File: src/rtl/fifo_umbral.sv
// Synchronous FIFO with programmable almost-full / almost-empty thresholds and a sticky error flag.
// Latency: write-to-count 1 clk; read data registered, valid_out one clock after an accepted rd_en.
// Backpressure: full drops writes (unless paired with a read), empty drops reads; either drop sets error.
module fifo_umbral #(
    parameter int DATA_WIDTH = 6,
    parameter int ADDR_WIDTH = 2
) (
    input  logic                  clk,
    input  logic                  reset,
    input  logic                  wr_en,
    input  logic [DATA_WIDTH-1:0] data_in,
    input  logic                  rd_en,
    input  logic [ADDR_WIDTH-1:0] umbral_af,
    input  logic [ADDR_WIDTH-1:0] umbral_ae,
    output logic [DATA_WIDTH-1:0] data_out,
    output logic                  valid_out,
    output logic                  full,
    output logic                  empty,
    output logic                  almost_full,
    output logic                  almost_empty,
    output logic                  error,
    output logic [ADDR_WIDTH:0]   count
);

    localparam int                DEPTH     = 2 ** ADDR_WIDTH;
    localparam logic [ADDR_WIDTH:0] DEPTH_CNT = (ADDR_WIDTH + 1)'(DEPTH);

    logic [DATA_WIDTH-1:0] mem [DEPTH];
    logic [ADDR_WIDTH-1:0] wr_ptr;
    logic [ADDR_WIDTH-1:0] rd_ptr;

    logic wr_acc;
    logic rd_acc;
    logic overflow;
    logic underflow;

    // A write into a full FIFO is still legal when a read frees the slot in the same cycle.
    // On an empty FIFO a paired read is rejected: there is no fall-through path.
    assign rd_acc    = rd_en && !empty;
    assign wr_acc    = wr_en && (!full || rd_en);
    assign overflow  = wr_en && full && !rd_en;
    assign underflow = rd_en && empty;

    // Status flags derive straight from the registered count and the live thresholds.
    assign full         = (count == DEPTH_CNT);
    assign empty        = (count == '0);
    assign almost_full  = (count >= {1'b0, umbral_af});
    assign almost_empty = (count <= {1'b0, umbral_ae});

    // Storage array; not reset, and a write coinciding with reset is discarded.
    always_ff @(posedge clk) begin
        if (!reset && wr_acc) begin
            mem[wr_ptr] <= data_in;
        end
    end

    // Pointers, occupancy, read data register and the sticky error flag.
    always_ff @(posedge clk) begin
        if (reset) begin
            wr_ptr    <= '0;
            rd_ptr    <= '0;
            count     <= '0;
            data_out  <= '0;
            valid_out <= 1'b0;
            error     <= 1'b0;
        end else begin
            if (wr_acc) begin
                wr_ptr <= wr_ptr + ADDR_WIDTH'(1);
            end
            if (rd_acc) begin
                rd_ptr   <= rd_ptr + ADDR_WIDTH'(1);
                data_out <= mem[rd_ptr];
            end
            valid_out <= rd_acc;
            case ({wr_acc, rd_acc})
                2'b10:   count <= count + (ADDR_WIDTH + 1)'(1);
                2'b01:   count <= count - (ADDR_WIDTH + 1)'(1);
                default: count <= count;
            endcase
            if (overflow || underflow) begin
                error <= 1'b1;
            end
        end
    end

endmodule

File: config.mk
export PLATFORM = sky130hd
export DESIGN_NAME = fifo_umbral
export DESIGN_NICKNAME = d
export VERILOG_FILES = /design/src/rtl/fifo_umbral.sv
export SDC_FILE = /design/constraint.sdc
export NUM_CORES = 1
export LEC_CHECK = 0
export ABC_AREA = 0
export CORE_MARGIN = 3
export CORE_UTILIZATION = 47
export CTS_CLUSTER_DIAMETER = 200
export DETAILED_ROUTE_END_ITERATION = 8
export GPL_ROUTABILITY_DRIVEN = 0
export GPL_TIMING_DRIVEN = 0
export MAX_ROUTING_LAYER = met4
export PLACE_DENSITY = 0.75
export SYNTH_ARGS = -nofsm -noshare
export SYNTH_HDL_FRONTEND = slang
export SYNTH_SLANG_ARGS = --single-unit
File: constraint.sdc
create_clock -name clk -period 2.3 [get_ports clk]
set_clock_uncertainty 0.05 [all_clocks]
set_input_delay 0.46 -clock clk [delete_from_list [all_inputs] [get_ports clk]]
set_output_delay 0.46 -clock clk [all_outputs]
set_load 0.01 [all_outputs]
After elaboration in Yosys (flattened, before gate mapping) --
Memories as Yosys holds them, arrays and structs flattened. A register that Yosys moved wholly into a read port is not among the register bits. Index checks and enable logic that the tools add are counted.
Word-level totals: input port bits 14, register bits 9, memories 1, logic and storage cells 32, bits in writable memories 24, output and inout port bits 15
Cells by class: reduce and logical (&&, ||, !) cells 14, order comparisons 2, equal/unequal tests 3, add/sub/neg operators 4, multiplexer cells 3
Memories:
- mem | words 4, width 6, rd ports 1, clocked after Yosys merged registers in 1, write ports 1, RTL line 28 | logic [DATA_WIDTH-1:0] mem [DEPTH];
Operator list (count):
- logical AND 1 bit | 6
- case mux 3 bit (2 select lines) | 1
- adder 2 x 1 -> 2 bit (second input constant) | 2
- zero test 1 bit | 4
- adder 3 x 1 -> 3 bit (second input constant) | 1
- equality test 3 bit (second input constant) | 1
- greater-or-equal comparator 3 x 2 -> 1 bit | 1
- less-or-equal comparator 3 x 2 -> 1 bit | 1
- zero test 3 bit | 1
- subtractor 3 x 1 -> 3 bit (second input constant) | 1
- equality test 2 x 1 -> 1 bit (second input constant) | 1
- equality test 2 bit (second input constant) | 1
- logical OR 1 bit | 2
- two-way mux 1 bit | 2
- nonzero test 2 bit | 1

Depth between registers and ports, before layout --
depth in word-level cells 7, gate-level depth with buffers 9, depth with buffers taken out 8

Worst setup path before layout --
OpenSTA, ideal clock, no wires.
kind register to register, start register count[2], end register count[2], required time 2180 ps, period minus slack after synthesis 2388 ps, path slack -88 ps, library setup time 70 ps, cell stages (with the launch flop) 10, buffers on the path 1, arrival 2268 ps, cells stage by stage dfxtp_1 -> buf_6 -> or4b_4 -> nand2_1 -> ha_1 -> inv_1 -> fa_1 -> xor2_1 -> or3_1 -> a21oi_1
On the way: longest elaborated chain between the ends 6, elaborated cells on any way between the ends 13, classes of those cells add/sub: 2; eq/ne: 3; mux: 1; reduce/logical: 7
Ends and longest elaborated chain:
- start, declared | RTL line 22 | output logic [ADDR_WIDTH:0] count
- start signal, assigned | RTL line 76 | 2'b10: count <= count + (ADDR_WIDTH + 1)'(1);
- start signal, assigned | RTL line 77 | 2'b01: count <= count - (ADDR_WIDTH + 1)'(1);
- start signal, assigned | RTL line 78 | default: count <= count;
- equality test 3 bit | RTL line 45 | assign full = (count == DEPTH_CNT);
- zero test 1 bit | RTL line 40 | assign wr_acc = wr_en && (!full || rd_en);
- logical OR 1 bit | RTL line 40
- logical AND 1 bit | RTL line 40
- equality test 2 x 1 -> 1 bit / equality test 2 bit (equally long branches) | RTL line 75 | case ({wr_acc, rd_acc})
- case mux 3 bit (2 select lines) / nonzero test 2 bit (equally long branches)
Several ways; a longest one is shown, not always the timed one. A chain may end at the register's enable or synchronous reset.

Final worst setup path --
start input port rd_en, end register count[2]
On the way: longest elaborated chain between the ends 4, elaborated cells on any way between the ends 7, classes of those cells eq/ne: 2; mux: 1; reduce/logical: 4
Ends and longest elaborated chain:
- start, declared | RTL line 12 | input logic rd_en,
- logical OR 1 bit | RTL line 40
- logical AND 1 bit | RTL line 40
- equality test 2 x 1 -> 1 bit / equality test 2 bit (equally long branches) | RTL line 75
- case mux 3 bit (2 select lines) / nonzero test 2 bit (equally long branches)
Several ways; a longest one is shown, not always the timed one.

==> metrics <==
Pwr per Cell Area=967.9 nW/um^2; Worst Hold Depth=2; RSZ-0062 raised after global routing=true; Hold Crit Class=reg2reg; Hold EP=error; Die ar.=4393 um^2; status=finished with violations; final slew viol count=0; TritonCTS buffer count=5; Wirelength per Cell=15.03 um; Sink Count=39; Startpoint Class=input pin; Fill cells=266; Root Driver=clkbuf_4; PortBufs=27; Peak VDD IR=0.4830 mV; diode count=0; Post-DRT Antenna Nets=0; Post-Route WL=3.322 mm; Clock Pin Slew Worst Setup and Hold Paths=110 ps; cts hold-fix bufs=0; Post-Syn Instances=131; vias in the first global route=1147; sequential-to-total area share from yosys stat=roughly three fifths; layout cells sized above 1=24.57%; Mean Syn Cell Area=13.04 um^2; initial antenna violation count=0; Yosys cell types=31; WS Path Type=in2reg; Rel. slew slack=about two thirds; I/O pin total=29; Syn Nets=155; fmax=0.4225 GHz; max cap viols=0; total grt overflow=0; Worst-Skew Late Latency=around 340 ps; DPL Wire Length=2.238 mm; final worst path period share=102.9%; Worst EP arrival=2590 ps; largest net degree at the start of global routing=13; #FFs+latches synth=39; DIE HEIGHT=66.28 um; Vias per Instance=5.231; failing checks=setup timing; first-pass GRT wire length=5.423 mm; CTS Buffer Depth=2; synth warn=0; final non-filler cell total=~220; reg2reg end=count[2]; crit path time final=~2400 ps; hold_sp=error; Tightest Pin Transition=487.8 ps; Final Hold Vio Count=0; Static Leakage=0.8054 nW; area of the mapped netlist=about 1700 um^2; post-route setup slack=-66.97 ps; via count=1156; RR Startpoint=count[0]; Pre-Repair DR Iteration Count=4; critical path endpoint category=flip-flop; Final Setup Violations=1; Remaining DRCs=0; # nets final=198; core area=3416 um^2; required time of the critical path=between 2000 and 3000 ps; CTS tree=built; setup slack, reg-to-reg=-50 ps; worst reg-to-reg path cell count=9; DRT iter0 DRCs=43; Site Rows=21; DP Cell Count=204; Initial Utilization=about 50%; Die X-Extent=66.28 um; CP Max Fanout=5; All-Layer GR Usage=17.52%; pre-CTS setup slack=-647.9 ps; P&R area growth vs syn=28.94%; H-tree Lvls=2
-- cell type report --
class                   count  area [um^2]  share of cell area, %
plain buffers               5        27.53                  1.250
repair buffers             36        339.1                  15.40
flip-flops and latches     39         1030                  46.76
clock buffers               6        41.29                  1.875
well taps                  46        57.56                  2.614
clock inverters             2        12.51                 0.5682
multi-input cells          75        649.4                  29.49
inverters                  12        45.04                  2.045
-- repair_timing --
item,CTS,global route
hold endpoints to repair,0,0
buffers inserted,3,6
resized for setup,17,3
cloned,0,0
pin swaps,3,2
endpoints found under the setup margin,4,5
-- report_power, final --
part           internal [mW]  switching (mW)
logic                  0.485           0.415
clock network          0.118           0.219
registers              0.833          0.0604
total                   1.44           0.695
-- sequential cells by signal, summed over array words and instances, names as in the netlist --
| name | count |
|---|---|
| data_out | 6 |
| rd_ptr | 2 |
| count | 3 |
| error | 1 |
| valid_out | 1 |
| mem | 24 |
| wr_ptr | 2 |
-- worst max path at each step --
stage / start / endpoint / slack (ps) / cells after the start
after global placement: rd_en / count[2] / -640 / 9
after CTS: umbral_af[0] / almost_full / -5 / 5
after detailed placement: rd_en / count[2] / -650 / 9
after global routing: count[0] / count[2] / -130 / 9
final: rd_en / count[2] / -70 / 9
after floorplan: count[2] / count[2] / 8 / 9
-- cell usage in the layout, fill, tap and decap left out, drive strengths merged, types with 2 or more instances in the layout --
cell type,instances
nand3,2
dfxtp,15
and2,4
ha,9
edfxtp,24
nor3,2
clkdlybuf4s50,23
a21oi,13
o21ai,4
clkbuf,9
nand2,14
mux4,6
xor2,2
or3,2
inv,12
nor2,5
buf,12
-- cells in the mapped netlist --
cell type   n  area, um^2
nor2_1      5       18.77
buf_6       1       11.26
nand2_1    14       52.55
mux4_2      6       135.1
dfxtp_1    15       300.3
and2b_2     1       8.760
inv_2       1       3.750
a211o_1     1       8.760
nor3_1      2       10.01
buf_2       1       5.000
nand3_1     2       10.01
and3b_2     1       10.01
xnor2_1     1       8.760
fa_1        1       20.02
and2_1      4       25.02
o31ai_4     1       21.27
edfxtp_1   24       720.7
o21ai_1     2       10.01
clkbuf_1    3       11.26
a21o_1      1       7.510
xor2_1      2       17.52
inv_1      11       41.29
or3_1       2       12.51
a21oi_1    13       65.06
nor4b_2     1       15.01
o21ai_0     2       10.01
ha_1        9       112.6
nand2b_1    1       6.260
or4b_4      1       13.76
and3_2      1       7.510
o211ai_1    1       7.510
-- critical path, cell delays in order --
cell	delay, ps
dlygate4sd2_1	300
or4b_4	580
nand2_4	90
ha_4	140
inv_2	40
fa_2	320
xor2_1	160
or3_4	380
a21oi_2	120
-- cell families after synthesis --
group / share of synthesized area (%)
simple gates: 11.14
buf+inv: 4.249
fa+ha+maj: 7.766
compound gates: 7.619
xor+xnor: 1.539
flops: 59.78
mux: 7.912
-- metrics by stage --
step	setup TNS [ps]	instance area [um^2]	utilization, %	power, mW	hold WS, ps
CTS	-5.074	2146	62.82	2.069	412.8
global placement	-1531	2042	59.78	1.662	391.8
floorplan	0	1714	-	1.370	419.6
global route	-198.7	2202	64.47	2.281	423.2
detailed placement	-1636	2042	59.78	1.694	396.1
finish	-66.97	2202	64.47	2.131	408.6
-- layer usage --
metal  share of wire [%]  global-route usage (%)  vias to the layer above
li1                    -                       -                      552
met1                  43                   20.00                      569
met2                  51                   28.87                       28
met3                 4.3                   5.102                        7
met4                 1.5                   7.107                        0
met5                   0                       -                        -
Power figures use the tool's default switching activity.
